File: src/rtl/uart_pkg.sv
// Shared UART definitions: controller state encoding and bit-timing helpers.
// Used by both the receive and transmit controllers.
package uart_pkg;

    typedef enum logic [1:0] {
        IDLE  = 2'd0,
        START = 2'd1,
        DATA  = 2'd2,
        STOP  = 2'd3
    } uart_state_e;

    // Clock cycles per bit period.
    function automatic int uart_div(input int clk_freq, input int baud);
        return clk_freq / baud;
    endfunction

    // Delay from a detected start edge to the start-bit mid-point.
    function automatic int uart_half(input int clk_freq, input int baud);
        return uart_div(clk_freq, baud) / 2;
    endfunction

endpackage

File: src/rtl/baudgen.sv
// Baud tick generator. The counter is held at zero while en is low, so the
// first tick lands exactly one bit period after en rises and every bit period
// after that.
module baudgen
    import uart_pkg::*;
#(
    parameter int clk_freq = 12000000,
    parameter int baud     = 115200
) (
    input  logic clk,
    input  logic rst,
    input  logic en,
    output logic baud_tick
);

    localparam int DIV   = uart_div(clk_freq, baud);
    localparam int CNT_W = (DIV > 2) ? $clog2(DIV) : 1;
    localparam logic [CNT_W-1:0] CNT_LAST = CNT_W'(DIV - 1);

    logic [CNT_W-1:0] cnt_q;
    logic [CNT_W-1:0] cnt_d;

    // Next count: cleared while disabled, wraps after the last cycle of a bit.
    always_comb begin
        cnt_d = cnt_q;
        if (!en) begin
            cnt_d = '0;
        end else if (cnt_q == CNT_LAST) begin
            cnt_d = '0;
        end else begin
            cnt_d = cnt_q + CNT_W'(1);
        end
    end

    // Bit-period counter register.
    always_ff @(posedge clk or posedge rst) begin
        if (rst) begin
            cnt_q <= '0;
        end else begin
            cnt_q <= cnt_d;
        end
    end

    assign baud_tick = en && (cnt_q == CNT_LAST);

endmodule

File: src/rtl/uart_rx_ctrl.sv
// 8N1 UART receive controller, LSB first. Finds the start-bit mid-point with
// a half-bit counter, then enables the baud generator so each tick falls
// mid-bit. Good bytes are presented on data with a one-cycle data_valid;
// frames with a low stop bit only pulse frame_err and leave data untouched.
module uart_rx_ctrl
    import uart_pkg::*;
#(
    parameter int clk_freq = 12000000,
    parameter int baud     = 115200
) (
    input  logic       clk,
    input  logic       rst,
    input  logic       rx,
    output logic [7:0] data,
    output logic       data_valid,
    output logic       frame_err,
    output logic       busy
);

    localparam int DIV    = uart_div(clk_freq, baud);
    localparam int HALF   = uart_half(clk_freq, baud);
    localparam int HALF_W = $clog2(HALF + 1);
    localparam logic [HALF_W-1:0] HALF_CNT = HALF_W'(HALF);

    logic              rx_sync1_q;
    logic              rx_s_q;
    logic              rx_prev_q;
    uart_state_e       state_q, state_d;
    logic [HALF_W-1:0] half_cnt_q, half_cnt_d;
    logic [3:0]        bitcnt_q, bitcnt_d;
    logic [7:0]        data_sr_q, data_sr_d;
    logic [7:0]        data_q, data_d;
    logic              data_valid_q, data_valid_d;
    logic              frame_err_q, frame_err_d;
    logic              en_q, en_d;
    logic              baud_tick;
    logic              start_det;

    baudgen #(
        .clk_freq(clk_freq),
        .baud    (baud)
    ) u_baudgen (
        .clk      (clk),
        .rst      (rst),
        .en       (en_q),
        .baud_tick(baud_tick)
    );

    // Two-flop synchroniser plus one history flop for falling-edge detection;
    // all load 1 (idle line) on reset.
    always_ff @(posedge clk or posedge rst) begin
        if (rst) begin
            rx_sync1_q <= 1'b1;
            rx_s_q     <= 1'b1;
            rx_prev_q  <= 1'b1;
        end else begin
            rx_sync1_q <= rx;
            rx_s_q     <= rx_sync1_q;
            rx_prev_q  <= rx_s_q;
        end
    end

    assign start_det = rx_prev_q && !rx_s_q;

    // Receive FSM: next state, shift register, and output pulses.
    always_comb begin
        state_d      = state_q;
        half_cnt_d   = half_cnt_q;
        bitcnt_d     = bitcnt_q;
        data_sr_d    = data_sr_q;
        data_d       = data_q;
        data_valid_d = 1'b0;
        frame_err_d  = 1'b0;
        case (state_q)
            IDLE: begin
                if (start_det) begin
                    state_d    = START;
                    half_cnt_d = '0;
                end
            end
            START: begin
                if (half_cnt_q == HALF_CNT) begin
                    // A high line at the start-bit mid-point was only a glitch.
                    if (rx_s_q) begin
                        state_d = IDLE;
                    end else begin
                        state_d  = DATA;
                        bitcnt_d = '0;
                    end
                end else begin
                    half_cnt_d = half_cnt_q + HALF_W'(1);
                end
            end
            DATA: begin
                if (baud_tick) begin
                    data_sr_d = {rx_s_q, data_sr_q[7:1]};
                    bitcnt_d  = bitcnt_q + 4'd1;
                    if (bitcnt_q == 4'd7) begin
                        state_d = STOP;
                    end
                end
            end
            STOP: begin
                if (baud_tick) begin
                    if (rx_s_q) begin
                        data_d       = data_sr_q;
                        data_valid_d = 1'b1;
                    end else begin
                        frame_err_d = 1'b1;
                    end
                    state_d = IDLE;
                end
            end
            default: state_d = IDLE;
        endcase
        en_d = (state_d == DATA) || (state_d == STOP);
    end

    // FSM and datapath registers.
    always_ff @(posedge clk or posedge rst) begin
        if (rst) begin
            state_q      <= IDLE;
            half_cnt_q   <= '0;
            bitcnt_q     <= '0;
            data_sr_q    <= '0;
            data_q       <= '0;
            data_valid_q <= 1'b0;
            frame_err_q  <= 1'b0;
            en_q         <= 1'b0;
        end else begin
            state_q      <= state_d;
            half_cnt_q   <= half_cnt_d;
            bitcnt_q     <= bitcnt_d;
            data_sr_q    <= data_sr_d;
            data_q       <= data_d;
            data_valid_q <= data_valid_d;
            frame_err_q  <= frame_err_d;
            en_q         <= en_d;
        end
    end

    assign data       = data_q;
    assign data_valid = data_valid_q;
    assign frame_err  = frame_err_q;
    // The FSM is already back in IDLE during the pulse cycle, so the pulses
    // keep busy high through the end of the frame.
    assign busy       = (state_q != IDLE) || data_valid_q || frame_err_q;

endmodule

File: config.mk
export PLATFORM = sky130hd
export DESIGN_NAME = uart_rx_ctrl
export DESIGN_NICKNAME = d
export VERILOG_FILES = /design/src/rtl/uart_pkg.sv /design/src/rtl/baudgen.sv /design/src/rtl/uart_rx_ctrl.sv
export SDC_FILE = /design/constraint.sdc
export NUM_CORES = 1
export LEC_CHECK = 0
export CAP_MARGIN = 10
export CORE_UTILIZATION = 45
export DETAILED_ROUTE_END_ITERATION = 16
export PLACE_DENSITY = 0.7
export SYNTH_ARGS = -nofsm -noshare
export SYNTH_HDL_FRONTEND = slang
export SYNTH_SLANG_ARGS = --single-unit
File: constraint.sdc
create_clock -name clk -period 2.3 [get_ports clk]
set_clock_uncertainty 0.05 [all_clocks]
set_input_delay 0.575 -clock clk [delete_from_list [all_inputs] [get_ports clk]]
set_output_delay 0.575 -clock clk [all_outputs]
set_load 0.05 [all_outputs]
==> Word level (Yosys, flattened, before mapping) <==
Cells that the tools add are included.
{ "totals": {"ff_bits": 41, "latchBits": 0, "mem_bits_rw": 0, "rom_bits": 0, "inputBits": 3, "elab_cells": 64, "mem_count": 0} }
{ "op_classes": {"addsub": 3, "mul": 0, "div_mod_pow": 0, "order_cmp": 0, "eq_ne": 13, "shifts": 0, "mux": 22, "bitwise": 0, "n_reduce_logical": 14} }
{ "ops": {"columns": ["op", "n"], "rows": [
  ["$mux 7", 2],
  ["$mux 2", 6],
  ["$mux 4", 3],
  ["$mux 6", 2],
  ["$pmux 6 s2", 1],
  ["$ne 2x2->1 const B", 5],
  ["$eq 2x2->1 const B", 4],
  ["$pmux 2 s4", 1],
  ["$pmux 4 s2", 1],
  ["$add 7x1->7 const B", 1],
  ["$eq 7x7->1 const B", 1],
  ["$add 6x1->6 const B", 1],
  ["$eq 6x6->1 const B", 1],
  ["$mux 1", 6],
  ["$reduce_and 3->1", 2],
  ["$reduce_bool 2->1", 3],
  ["$add 4x1->4 const B", 1],
  ["$eq 4x3->1 const B", 1],
  ["$reduce_and 4->1", 1],
  ["$logic_or 1x1->1", 3],
  ["$eq 2x1->1 const B", 1],
  ["$logic_and 1x1->1", 2],
  ["$logic_not 2->1", 1],
  ["$reduce_and 2->1", 1],
  ["$logic_not 1->1", 1]
]} }

==> Logic depth before layout (Yosys ltp) <==
{ "depth": {"ltp_word": 6, "ltp_mapped": 6, "depth_no_buf": 6} }

==> Cells and area by module <==
Synthesis repeated with hierarchy kept, for this count alone.
{ "hier_totals": {"hier_cells": 189, "area_unflattened_um2": 1828.0} }
{ "by_module_without_submodules": {"columns": ["module", "instances", "cells_each", "area_per_inst_um2", "seq_area_each_um2"], "rows": [
  ["uart_rx_ctrl", 1, 155, 1490.2, 829.5],
  ["baudgen", 1, 34, 337.8, 175.2]
]} }

==> Worst setup path before layout <==
Ideal clock, no wire load.
{ "synth_path": {"kind": "reg-to-reg", "startpoint": "reg u_baudgen.cnt_q[0]", "endpoint": "reg data_q[0] (netlist: data[0])", "setup_ns": 0.125, "arrival_time_ns": 1.861, "setup_slack_ns": 0.264, "path_stages_with_launch": 7, "period_less_slack_ns": 2.036, "cell_sequence": "dfrtp_1 ha_1 nand3_2 or3_4 or3_1 buf_6 mux2_4"} }
{ "synth_between": {"elab_chain_len": 3} }
{ "synth_lines": {"columns": ["item", "line", "source"], "rows": [
  ["start, declared", "baudgen.sv:20", "logic [CNT_W-1:0] cnt_q;"],
  ["start signal, assigned", "baudgen.sv:40", "cnt_q <= cnt_d;"],
  ["$eq 7x7->1", "baudgen.sv:44", "assign baud_tick = en && (cnt_q == CNT_LAST);"],
  ["$logic_and 1x1->1", "baudgen.sv:44", null],
  ["$reduce_and 3->1 (no source line)", null, null],
  ["end signal, assigned", "uart_rx_ctrl.sv:135", "data_q <= data_d;"],
  ["end, declared", "uart_rx_ctrl.sv:32", "logic [7:0] data_q, data_d;"]
]} }
Every way passes these cells.
A chain may end at the register's enable or synchronous reset.

==> Worst setup path in the final report <==
{ "layout_path": {"startpoint": "reg state_q[0]", "endpoint": "out busy"} }
{ "layout_between": {"elab_chain_len": 3} }
{ "layout_lines": {"columns": ["item", "line", "source"], "rows": [
  ["start, declared", "uart_rx_ctrl.sv:28", "uart_state_e state_q, state_d;"],
  ["start signal, assigned", "uart_rx_ctrl.sv:131", "state_q <= state_d;"],
  ["$reduce_bool 2->1", "uart_rx_ctrl.sv:147", "assign busy = (state_q != IDLE) || data_valid_q || frame_err_q;"],
  ["$logic_or 1x1->1 (2 in series)", "uart_rx_ctrl.sv:147", null],
  ["end, declared", "uart_rx_ctrl.sv:17", "output logic busy"]
]} }
Every way passes these cells.

==> tab_implementation.tex <==
\begin{tabular}{lr}
\hline
Metric & Value \\
\hline
\multicolumn{2}{l}{\textbf{Clock network}} \\
Clock tree root driver cell & sky130\_fd\_sc\_hd\_\_clkbuf\_8 \\
Number of clock sinks seen by CTS & 40 \\
Skew-Pair Late Insertion Delay & 290 ps \\
Number of H-tree levels & 2 \\
Post-CTS Repair Setup Buffers & 0 \\
Clock Path Buffers & 2 \\
Count of hold-fix buffers inserted at cts & 0 \\
Number of cells upsized or downsized after cts & 0 \\
Clock tree from TritonCTS & done \\
Number of clock buffers inserted by TritonCTS & 5 \\
Clock edge transition at the registers on the reported setup and hold paths & 70 ps \\
\multicolumn{2}{l}{\textbf{Placed design}} \\
Placed wire-length estimate after detailed placement & 2150 um \\
Port Buffers & 13 \\
Placer Congestion & 0.817 \\
\multicolumn{2}{l}{\textbf{Global route}} \\
Global-route wire length before repair & 5160 um \\
Maximum number of pins on one net before global-route repair & 41 \\
Via count of the first global-routing pass & 1145 \\
Overall routing resource usage & 16.4\% \\
Global-route congestion overflow total & 0 \\
Initial antenna violation count & 0 \\
\multicolumn{2}{l}{\textbf{Drt}} \\
Total number of vias & 1171 \\
Avg WL per Cell & 13.0 um \\
Number of detailed-routing iterations run before antenna repair & 4 \\
Count of unresolved DRC violations after routing & 0 \\
Initial detailed-routing violation count & 58 \\
Antenna Nets Post-Route & 0 \\
Total wirelength of the detailed-routed design & 2910 um \\
Number of vias per cell after detailed routing & 5.25 \\
\multicolumn{2}{l}{\textbf{Critical path}} \\
Required @ worst endpoint & 1670 ps \\
R2r startpoint & u\_baudgen.cnt\_q[0] \\
Worst reg2reg path depth & 6 \\
Worst Path Class, Setup & register to output port \\
Crit path DAT & 1560 ps \\
CP Max Fanout & 12 \\
Setup crit end kind & output port \\
R2r setup slk & 150 ps \\
Standard cell with the maximum stage delay on the critical path & sky130\_fd\_sc\_hd\_\_or4\_1 \\
Startpoint type of the worst setup path & register \\
R2R Path End & data[5] \\
CP max stage delay & 550 ps \\
Worst-path cell chain & or4\_1, buf\_4 \\
\multicolumn{2}{l}{\textbf{Synth}} \\
Post-synthesis instance total & 153 \\
Post-synth cell types & 36 \\
Top cell type by total area after synthesis & sky130\_fd\_sc\_hd\_\_dfrtp\_1 \\
Register area share after synthesis & 56.2\% \\
Total of flip-flops plus latches after synthesis & 40 \\
Fraction of synthesized cell area taken by the top area cell type & 51.8\% \\
Cell types with the largest area share after synthesis & sky130\_fd\_sc\_hd\_\_dfrtp\_1, sky130\_fd\_sc\_hd\_\_mux2\_4, sky130\_fd\_sc\_hd\_\_dfstp\_2 \\
Syn avg cell area & 11.7 sq um \\
Total nets after synthesis & 160 \\
Number of warnings issued by yosys & 0 \\
Post-synth design cell area & 1790 sq um \\
\multicolumn{2}{l}{\textbf{Timing}} \\
Maximum operating frequency & 0.459 GHz \\
Final period utilization & 94.8\% \\
Max\_slew headroom & 66.2\% \\
Final hold viol count & 0 \\
Final setup viols & 0 \\
Time the final worst path needs with I/O delays and setup & 2180 ps \\
Unrepaired setup endpoints after global routing & false \\
Max Slew Vio Count & 0 \\
Worst slew pin tran & 506 ps \\
Setup Total Neg Slack & 0 ps \\
\multicolumn{2}{l}{\textbf{Floorplan}} \\
Area of the die & 4230 sq um \\
Effective utilization at floorplan & 47.8\% \\
Number of cell rows & 22 \\
Vertical extent of the die & 65.0 um \\
Die span in x & 65.0 um \\
Ports placed on the boundary & 14 \\
Core footprint & 3740 sq um \\
\multicolumn{2}{l}{\textbf{Worst hold path}} \\
Worst min path class & register to register \\
Hold Path Sink & rx\_s\_q \\
Startpoint of the most critical hold path & rx\_sync1\_q \\
Cell depth of the worst hold path & 0 \\
\multicolumn{2}{l}{\textbf{Final layout}} \\
Share of cells above drive strength 1 & 19.4\% \\
Number of nets in the layout & 181 \\
Area growth syn-to-layout & 17.4\% \\
Count of inserted antenna diode cells & 0 \\
\multicolumn{2}{l}{\textbf{Outcome}} \\
Result of the run & completed \\
\multicolumn{2}{l}{\textbf{Power and ir drop}} \\
Power per Cell Area & 842 nW/um\^{}2 \\
Reported leakage power & 1.00 nW \\
Final total power & 0.00177 W \\
Max IR drop VDD & 0.443 mV \\
\multicolumn{2}{l}{\textbf{Job}} \\
Number of maximum-capacitance violations & 0 \\
\hline
\end{tabular}
==> state kept, by name (all words and copies together) (netlist names), 4 cells and up <==
register,count
data,8
half_cnt_q,6
bitcnt_q,4
data_sr_q,8
u_baudgen.cnt_q,7
==> layout make-up <==
cell class                 instances  area, sq um
fill                             348         1650
sequential                        40         1000
multi-input combinational         99          723
timing repair buffer              18          165
clock buffer                       6         72.6
tap                               48         60.1
inverter                          10         37.5
clock inverter                     2         35.0
==> critical path, delay by kind of cell (launching register included) <==
| kind | cells | cell delay (ps) |
|---|---|---|
| and+or+nand+nor | 1 | 550 |
| buffers and inverters | 1 | 210 |
| DFF | 1 | 500 |
==> placed cells by master, fill, tap and decap left out, types with 2 or more instances in the layout <==
cell type	instances
sky130_fd_sc_hd__a21oi_1	5
sky130_fd_sc_hd__and2_1	2
sky130_fd_sc_hd__and3_1	3
sky130_fd_sc_hd__and3b_1	2
sky130_fd_sc_hd__buf_4	6
sky130_fd_sc_hd__clkbuf_8	5
sky130_fd_sc_hd__clkdlybuf4s50_1	12
sky130_fd_sc_hd__dfrtp_1	37
sky130_fd_sc_hd__dfstp_2	3
sky130_fd_sc_hd__ha_1	4
sky130_fd_sc_hd__inv_1	10
sky130_fd_sc_hd__mux2_2	7
sky130_fd_sc_hd__mux2_4	8
sky130_fd_sc_hd__mux2i_1	2
sky130_fd_sc_hd__nand2_1	8
sky130_fd_sc_hd__nand3_1	7
sky130_fd_sc_hd__nand4_1	2
sky130_fd_sc_hd__nor2_1	15
sky130_fd_sc_hd__nor2b_1	3
sky130_fd_sc_hd__o21ai_0	7
sky130_fd_sc_hd__or3_1	3
sky130_fd_sc_hd__or4_1	2
sky130_fd_sc_hd__xnor2_1	4
sky130_fd_sc_hd__xor2_1	2
==> layer usage <==
metal / GRT usage [%] / vias up / part of all wire (%) / routed length [um]
met5: 0 / - / 0 / 0
met4: 5.71 / 0 / 1.2 / 36
met3: 5.28 / 4 / 3.4 / 98
met2: 26.0 / 13 / 48 / 1390
met1: 21.1 / 581 / 47 / 1380
li1: - / 573 / - / -
==> per-stage QoR <==
stage	worst slack, ps	cell area [sq um]	hold slack, ps	std cells	util [%]
after global placement	196	1990	297	215	53.2
after global routing	51.6	2100	320	223	56.0
final	120	2100	307	223	56.0
after detailed placement	150	1990	297	215	53.2
after floorplan	264	1790	295	153	-
after CTS	117	2100	308	223	56.0
==> synthesized netlist by cell type <==
cell / instances
sky130_fd_sc_hd__nand4b_1: 1
sky130_fd_sc_hd__nand2_1: 8
sky130_fd_sc_hd__mux2_2: 7
sky130_fd_sc_hd__xor2_1: 2
sky130_fd_sc_hd__o22ai_1: 1
sky130_fd_sc_hd__a211o_1: 1
sky130_fd_sc_hd__xnor2_1: 4
sky130_fd_sc_hd__nand2b_1: 1
sky130_fd_sc_hd__nor3_1: 1
sky130_fd_sc_hd__buf_6: 1
sky130_fd_sc_hd__ha_1: 4
sky130_fd_sc_hd__o31ai_1: 1
sky130_fd_sc_hd__and2_1: 2
sky130_fd_sc_hd__or3_4: 1
sky130_fd_sc_hd__mux2i_1: 2
sky130_fd_sc_hd__nand4_1: 2
sky130_fd_sc_hd__inv_1: 10
sky130_fd_sc_hd__nand3_1: 7
sky130_fd_sc_hd__nor2b_1: 3
sky130_fd_sc_hd__dfstp_2: 3
sky130_fd_sc_hd__and3_1: 3
sky130_fd_sc_hd__o21ai_0: 7
sky130_fd_sc_hd__nor4_1: 1
sky130_fd_sc_hd__a221o_1: 1
sky130_fd_sc_hd__a31oi_1: 1
sky130_fd_sc_hd__or4_1: 2
sky130_fd_sc_hd__nand3_2: 1
sky130_fd_sc_hd__clkbuf_1: 3
sky130_fd_sc_hd__nor2_1: 15
sky130_fd_sc_hd__dfrtp_1: 37
sky130_fd_sc_hd__o21ba_2: 1
sky130_fd_sc_hd__or4b_1: 1
sky130_fd_sc_hd__a21oi_1: 5
sky130_fd_sc_hd__mux2_4: 8
sky130_fd_sc_hd__and3b_1: 2
sky130_fd_sc_hd__or3_1: 3
==> where the power goes <==
| group | total, W | switching [W] | internal (W) |
|---|---|---|---|
| logic | 0.000352 | 0.000206 | 0.000146 |
| clock network | 0.000556 | 0.000234 | 0.000322 |
| registers | 0.000858 | 0.0000819 | 0.000776 |
| total | 0.00177 | 0.000522 | 0.00124 |
==> worst max-delay path by stage <==
stage	startpoint	end	depth (start not counted)
global placement	u_baudgen.cnt_q[0]	data[0]	6
detailed placement	u_baudgen.cnt_q[0]	data[6]	6
floorplan	u_baudgen.cnt_q[0]	data[0]	6
finish	state_q[0]	busy	2
global route	u_baudgen.cnt_q[0]	data[1]	6
CTS	state_q[0]	busy	2
==> cells by family after synthesis <==
group / Yosys count / share of synthesized area [%]
compound gates: 18 / 6.09
fa+ha+maj: 4 / 2.80
flops: 40 / 56.2
xor+xnor: 6 / 2.94
buf+inv: 14 / 3.36
simple gates: 54 / 16.4
mux: 17 / 12.2
Note: power is estimated with default switching activity, not from simulation.
